===== src/rtl/edge_detect_multi.sv =====
// Multi-channel edge detector: per-channel synchroniser and glitch filter feeding
// registered rise/fall pulses, mode-gated events, sticky pending flags and saturating counts.
module edge_detect_multi #(
    parameter int CH          = 4,
    parameter int SYNC_STAGES = 2,
    parameter int FILT_CYCLES = 3,
    parameter int CNT_W       = 8
) (
    input  logic                  clk,
    input  logic                  reset,
    input  logic [CH-1:0]         a_i,
    input  logic [2*CH-1:0]       mode_i,
    input  logic [CH-1:0]         clear_i,
    output logic [CH-1:0]         rising_edge_o,
    output logic [CH-1:0]         falling_edge_o,
    output logic [CH-1:0]         event_o,
    output logic [CH-1:0]         pending_o,
    output logic [CH*CNT_W-1:0]   count_o,
    output logic                  irq_o
);

    localparam int              FW        = (FILT_CYCLES > 1) ? $clog2(FILT_CYCLES) : 1;
    localparam logic [FW-1:0]   FILT_LAST = FW'(FILT_CYCLES - 1);
    localparam logic [CNT_W-1:0] CNT_MAX  = '1;

    logic [SYNC_STAGES-1:0] r_sync [CH];
    logic [FW-1:0]          r_fcnt [CH];
    logic [CNT_W-1:0]       r_cnt  [CH];
    logic [CH-1:0]          r_filt;
    logic [CH-1:0]          r_prev;
    logic [CH-1:0]          r_rise;
    logic [CH-1:0]          r_fall;
    logic [CH-1:0]          r_evt;
    logic [CH-1:0]          r_pend;
    logic                   r_irq;

    logic [CH-1:0]          w_sync;
    logic [CH-1:0]          w_mode_r;
    logic [CH-1:0]          w_mode_f;
    logic [CH-1:0]          w_rise;
    logic [CH-1:0]          w_fall;
    logic [CH-1:0]          w_evt;

    always_comb begin
        w_sync   = '0;
        w_mode_r = '0;
        w_mode_f = '0;
        for (int c = 0; c < CH; c++) begin
            w_sync[c]   = r_sync[c][SYNC_STAGES-1];
            w_mode_r[c] = mode_i[2*c];
            w_mode_f[c] = mode_i[2*c+1];
        end
    end

    // r_prev lags the filtered level by one cycle, so these are true for exactly one cycle per change
    assign w_rise = r_filt & ~r_prev;
    assign w_fall = ~r_filt & r_prev;
    assign w_evt  = (w_rise & w_mode_r) | (w_fall & w_mode_f);

    always_ff @(posedge clk or negedge reset) begin
        if (!reset) begin
            for (int c = 0; c < CH; c++) begin
                r_sync[c] <= '0;
                r_fcnt[c] <= '0;
                r_cnt[c]  <= '0;
            end
            r_filt <= '0;
            r_prev <= '0;
            r_rise <= '0;
            r_fall <= '0;
            r_evt  <= '0;
            r_pend <= '0;
            r_irq  <= 1'b0;
        end else begin
            r_prev <= r_filt;
            r_rise <= w_rise;
            r_fall <= w_fall;
            r_evt  <= w_evt;
            r_pend <= w_evt | (r_pend & ~clear_i);
            r_irq  <= |r_pend;
            for (int c = 0; c < CH; c++) begin
                r_sync[c] <= {r_sync[c][SYNC_STAGES-2:0], a_i[c]};

                if (w_sync[c] == r_filt[c]) begin
                    r_fcnt[c] <= '0;
                end else if (r_fcnt[c] == FILT_LAST) begin
                    r_filt[c] <= w_sync[c];
                    r_fcnt[c] <= '0;
                end else begin
                    r_fcnt[c] <= r_fcnt[c] + FW'(1);
                end

                // A clear coinciding with an event keeps that event: the count restarts at 1
                if (clear_i[c]) begin
                    r_cnt[c] <= w_evt[c] ? CNT_W'(1) : '0;
                end else if (w_evt[c] && (r_cnt[c] != CNT_MAX)) begin
                    r_cnt[c] <= r_cnt[c] + CNT_W'(1);
                end
            end
        end
    end

    for (genvar g = 0; g < CH; g++) begin : g_cnt
        assign count_o[g*CNT_W +: CNT_W] = r_cnt[g];
    end

    assign rising_edge_o  = r_rise;
    assign falling_edge_o = r_fall;
    assign event_o        = r_evt;
    assign pending_o      = r_pend;
    assign irq_o          = r_irq;

endmodule

===== config.mk =====
export PLATFORM = sky130hd
export DESIGN_NAME = edge_detect_multi
export DESIGN_NICKNAME = d
export VERILOG_FILES = /design/src/rtl/edge_detect_multi.sv
export SDC_FILE = /design/constraint.sdc
export NUM_CORES = 1
export LEC_CHECK = 0
export CORE_UTILIZATION = 44
export DETAILED_ROUTE_END_ITERATION = 10
export PLACE_DENSITY = 0.75
export SLEW_MARGIN = 5
export SYNTH_ARGS = -nofsm -noshare
export SYNTH_HDL_FRONTEND = slang
export SYNTH_SLANG_ARGS = --single-unit

===== constraint.sdc =====
create_clock -name clk -period 1.8 [get_ports clk]
set_input_delay 0.18 -clock clk [delete_from_list [all_inputs] [get_ports clk]]
set_output_delay 0.18 -clock clk [all_outputs]
set_load 0.1 [all_outputs]

==> flow_summary.ini, run 1 <==
[layout]
drive_gt1_frac = 0.336
syn_to_final_growth_pct = 35.6
nNetsFinal = 374
seqCellArea_um2 = 1890
antennaDiodeCount = 0
multi_input_area_um2 = 1200
fillers = 521
stdcell_count = 434

[synthesis]
synthFlopType = dfrtp_1
syn_avg_cell_area_um2 = 11.3
syn_area_um2 = 3040
synthMuxAreaShare = 0.0312
synthXorXnorAreaFrac = 0.0144
syn_inst = 269
yosys.area_share.simple = 0.190
syn_nets = 291
synth-edff-count = 0
synthArstFlopShare = 1.00
seq_area_frac_synth = 0.600
synth_compound_area_frac = 0.122
ys_ff_latch = 73
synthAdderAreaFrac = 0.0164
synth_top_family_by_area = simple AND/OR/NAND/NOR gates
yosysUniqueCellTypes = 39
ys_warn_count = 0

[routing]
drc = 0
drt-wirelength-per-cell_um = 13.8
num_vias = 2355
first_iter_violations = 86
antenna_left = 0
wl_um = 6000
dr.pass1.iters = 4
drt-vias-per-instance = 5.43

[sta]
fin_crit_sh = 0.965
finalHoldViolations = 0
drv_slew = 0
period_needed_ns = 1.74
rsz0062_at_grt = no
tightest_slew_ns = 0.663
max-slew-margin-rel = 0.558
fin_hold_ws_ns = 0.281
finalSetupViolCount = 0
fin_skew_ns = 0.00931
clock.fmax_mhz = 576

[min_path]
holdCritStartpoint = a_i[3]
min_path_cells = 1
hp-class = primary input to register
hold_end = r_sync[0]

[placed_design]
dp.cells = 416
globalplace.congestion = 0.788
numPortBuffers = 66
dp_hpwl_um = 4220

[worst_setup_path]
cp.required_ns = 2.06
path_max_fanout = 8
worst-setup-path-type = register to register
arrival_ns = 2.00
path_cells = ha_4 -> and3_4 -> a22o_4 -> or4_1 -> a21oi_2
slowest_delay_ns = 0.51
regToRegEndpoint = count_o[21]
cp-end-kind = register
r2r_slack_ns = 0.06
slowest_stage = dfrtp_4
startpoint_type = register
reg2reg_from = count_o[17]
rr_worst_depth = 5

[pwr]
power_leakage_nw = 1.78
finalPower_mw = 7.36
vdd_ir_drop_max_uv = 1270
power.density_nw_per_um2 = 1780

[cts]
cts_htree_levels = 3
tritoncts = yes
cts_made_buffers = 9
root_buffer = clkbuf_8
cts_sinks = 73
cts_max_path_buffers = 2
path_clk_slew_ns = 0.07
clock_latency_ns = 0.34

[grt]
track_usage = 0.178
met1_usage = 0.244
antenna_found_initial = 0
grt_pass1_wl_um = 10100
grt_pass1_vias = 2191
grt.busiest_layer = met2
grt_use_met2 = 0.273
grt_overflow = 0
grt_use_met3 = 0.0525
grt_max_degree = 34

[die]
fp.dieH_um = 85.2
start_util = 0.469
core_um2 = 6490
dieArea_um2 = 7250
ioPinCount = 67
rows = 29
die_w_um = 85.2

[job]
maxCapViolCount = 0

[run_status]
status = finished, final reports clean
## power by group
part / switching, mW / leakage, nW / total [mW] / internal, mW
logic: 2.52 / 0.769 / 3.45 / 0.932
clock network: 0.593 / 0.115 / 1.44 / 0.851
registers: 0.348 / 0.894 / 2.46 / 2.12
total: 3.46 / 1.78 / 7.36 / 3.90
## layout make-up
cell class	instances	share of cell area
Tap cell	77	0.0233
Clock buffer	11	0.0367
Sequential cell	73	0.457
Clock inverter	5	0.0188
Multi-Input combinational cell	178	0.291
Timing Repair Buffer	80	0.164
Inverter	10	0.00909
## cell usage after synthesis (all sizes together), types with 2 or more instances
master,instances,area (µm²)
or3,11,68.8
inv,10,37.5
a21boi,2,15.0
o31ai,7,52.6
a21o,4,30.0
o21ai,11,55.1
and4,2,17.5
buf,7,37.5
nand2,15,56.3
nand3,19,95.1
mux2,4,45.0
mux2i,5,50.1
and3,2,12.5
nand4,3,18.8
nor3b,4,30.0
xnor2,5,43.8
nor2b,12,75.1
and3b,2,17.5
or4,8,60.1
a21oi,20,100
nand3b,8,60.1
a211oi,4,30.0
nor2,9,33.8
nor3,5,25.0
dfrtp,73,1830
o211ai,4,30.0
o2bb2ai,2,17.5
ha,4,50.1
## cells by family after synthesis
kind of cell    after synthesis
compound gates               59
xor+xnor                      5
fa+ha+maj                     4
buf+inv                      18
flops                        73
mux                           9
simple gates                101
## worst max-delay path, delay by kind of cell (launching register included)
| family | cells | cell delay [ns] |
|---|---|---|
| flip-flops | 1 | 0.51 |
| AND/OR/NAND/NOR | 2 | 0.58 |
| adder cells (fa/ha/maj) | 1 | 0.18 |
| AO/OA/AOI/OAI | 2 | 0.39 |
## flip-flops by register name, indices dropped and copies added (netlist names)
register and flops:
r_prev 4, r_sync 8, falling_edge_o 4, irq_o 1, r_filt 4, event_o 4, pending_o 4, r_fcnt 8
rising_edge_o 4, count_o 32
## what timing repair did
action                                  in CTS  in global routing
resized for setup                            0                  6
endpoints found under the setup margin       0                 14
hold buffers                                 1                  0
endpoints found under the hold margin       27                  0
setup buffers                                0                  1
## metrics by stage
step,cell area (µm²),worst slack (ns),util,TNS [ns]
CTS,4090,0.0292,0.630,0
floorplan,3130,-0.0953,-,-0.0953
detailed placement,3850,-0.0147,0.593,-0.0212
global route,4130,0.0184,0.636,0
global placement,3850,0.0459,0.593,0
finish,4130,0.0635,0.636,0
## worst max path at each step
stage	slack, ns	start	to
3_3_place_gp	0.05	mode_i[1]	count_o[1]
5_1_grt	0.02	count_o[17]	count_o[21]
6_report	0.06	count_o[17]	count_o[21]
2_1_floorplan	-0.1	count_o[17]	count_o[22]
4_1_cts	0.03	count_o[17]	count_o[21]
3_5_place_dp	-0.01	mode_i[1]	count_o[1]
## layout by cell type (no fill, tap or decap), drive strengths merged, types with 2 or more instances in the layout
master and instances:
dfrtp 73, buf 63, a21oi 20, nand3 19, clkdlybuf4s50 16, nand2 15, nor2b 12, or3 11
clkbuf 11, o21ai 11, inv 10, nor2 9, nand3b 8, or4 8, o31ai 7, xnor2 5
nor3 5, mux2i 5, a21o 4, nor3b 4, a211oi 4, mux2 4, o211ai 4, ha 4
nand4 3, and3b 2, a21boi 2, and4 2, o2bb2ai 2, bufinv 2, clkinv 2, and3 2
## per-layer routing
layer,wire length [µm],part of all wire
met1,2810,0.47
met2,2870,0.48
met3,279,0.047
met4,38,0.0063
met5,0,0
Note: power is estimated with default switching activity, not from simulation.
==> run 2, diff against run 1 <==
--- a/config.mk
+++ b/config.mk
@@ -5,9 +5,9 @@
 export SDC_FILE = /design/constraint.sdc
 export NUM_CORES = 1
 export LEC_CHECK = 0
-export CORE_UTILIZATION = 44
+export CORE_UTILIZATION = 45
 export DETAILED_ROUTE_END_ITERATION = 10
-export PLACE_DENSITY = 0.75
+export PLACE_DENSITY = 0.76
 export SLEW_MARGIN = 5
 export SYNTH_ARGS = -nofsm -noshare
 export SYNTH_HDL_FRONTEND = slang
==> flow_summary.ini, run 2 (synthesis results as in run 1) <==
[run_status]
status = complete, but fails checks
violations = DRC

[worst_setup_path]
arrival_ns = 1.98
r2r_slack_ns = 0.07
worst-setup-path-type = register to register
startpoint_type = register
cp-end-kind = register
reg2reg_from = count_o[17]
path_max_fanout = 8
regToRegEndpoint = count_o[22]
rr_worst_depth = 5
cp.required_ns = 2.05

[layout]
final_cell_mix = buf_4, dfrtp_1, dfrtp_2
fillers = 508
nNetsFinal = 373
syn_to_final_growth_pct = 34.2
postLayoutCellArea_um2 = 4090
final_common_cell = buf_4
largest_reg_flops = 32
drive_gt1_frac = 0.323
antennaDiodeCount = 0

[min_path]
hold_end = r_sync[6]
hp-class = primary input to register
holdCritStartpoint = a_i[0]
min_path_cells = 1

[cts]
cts_htree_levels = 3
path_clk_slew_ns = 0.08
cts_sinks = 73
cts_max_path_buffers = 2
clock_latency_ns = 0.33
root_buffer = clkbuf_8
cts_made_buffers = 9
tritoncts = yes
post_cts_buffers = 0

[routing]
first_iter_violations = 106
wl_um = 6050
drt-wirelength-per-cell_um = 14.0
num_vias = 2379
antenna_left = 0
dr.pass1.iters = 7
drc = 10
drt-vias-per-instance = 5.49

[grt]
grt_overflow = 0
grt_max_degree = 74
antenna_found_initial = 0
grt_pass1_wl_um = 10000
grt_pass1_vias = 2225
track_usage = 0.178

[sta]
fin_crit_sh = 0.961
finalSetupViolCount = 0
drv_slew = 0
period_needed_ns = 1.73
rsz0062_at_grt = no
tns_ns = 0
worst_slack_ns = 0.0699
tightest_slew_ns = 0.406
finalHoldViolations = 0
max-slew-margin-rel = 0.729
clock.fmax_mhz = 578
fin_skew_ns = 0.00983

[placed_design]
dp_hpwl_um = 4150
numPortBuffers = 66
dpl_worst_slack_ns = -0.0194
post_dp_cell_area_um2 = 3850
globalplace.congestion = 0.792

[die]
dieArea_um2 = 7100
die_w_um = 84.3
core_um2 = 6420
fp.dieH_um = 84.3
ioPinCount = 67
start_util = 0.474
rows = 29

[job]
maxCapViolCount = 0

[pwr]
power.density_nw_per_um2 = 1780
vdd_ir_drop_max_uv = 1230
power_leakage_nw = 1.76
run 2: changes by cell type in the layout (fill, tap and decap cells not counted), sizes merged:
cell and delta:
buf -1, clkbuf +1, clkinvlp -1
run 2: per-stage QoR:
stage	instances	util	hold slack, ns	power, mW
3_5_place_dp	416	0.599	0.243	5.93
2_1_floorplan	269	-	-0.116	5.06
5_1_grt	433	0.636	0.272	7.60
4_1_cts	433	0.633	0.265	7.31
6_report	433	0.636	0.285	7.26
3_3_place_gp	416	0.599	0.241	5.88
run 2: layer usage:
layer | share of wire | track usage | vias up
li1 | - | - | 1150
met1 | 0.46 | 0.228 | 1160
met2 | 0.48 | 0.288 | 60
met3 | 0.050 | 0.0433 | 9
met4 | 0.013 | 0.0799 | 0
met5 | 0 | 0 | -
run 2: worst max path at each step:
stage | end | from | depth (start not counted) | slack, ns
global placement | count_o[1] | mode_i[1] | 5 | 0.01
detailed placement | count_o[3] | mode_i[1] | 5 | -0.02
CTS | count_o[3] | r_filt[0] | 4 | 0.06
finish | count_o[22] | count_o[17] | 5 | 0.07
floorplan | count_o[22] | count_o[17] | 6 | -0.1
global route | count_o[22] | count_o[17] | 5 | 0.007
run 2: layout make-up:
cell class              count  area (µm²)  area share
clock buffers              12         135      0.0331
flip-flops and latches     73        1890       0.462
repair buffers             79         671       0.164
well taps                  77        96.3      0.0236
multi-input cells         178        1190       0.291
clock inverters             4        70.1      0.0172
inverters                  10        37.5     0.00919
run 2: report_power, final:
| group | leakage [nW] | total [mW] | switching [mW] | internal (mW) |
|---|---|---|---|---|
| sequential | 0.894 | 2.46 | 0.349 | 2.12 |
| combinational | 0.761 | 3.45 | 2.52 | 0.924 |
| clock | 0.104 | 1.35 | 0.570 | 0.779 |
run 2: repair_timing:
item / in CTS / in global routing
hold buffers: 1 / 0
endpoints found under the setup margin: 0 / 12
gates resized for setup: 0 / 4
endpoints found under the hold margin: 73 / 0
run 2: worst max-delay path, cell delays in order, from the launching register on:
cell     delay, ns
dfrtp_4       0.50
ha_4          0.18
and3_4        0.16
a22o_2        0.25
or4_1         0.42
a21oi_1       0.13
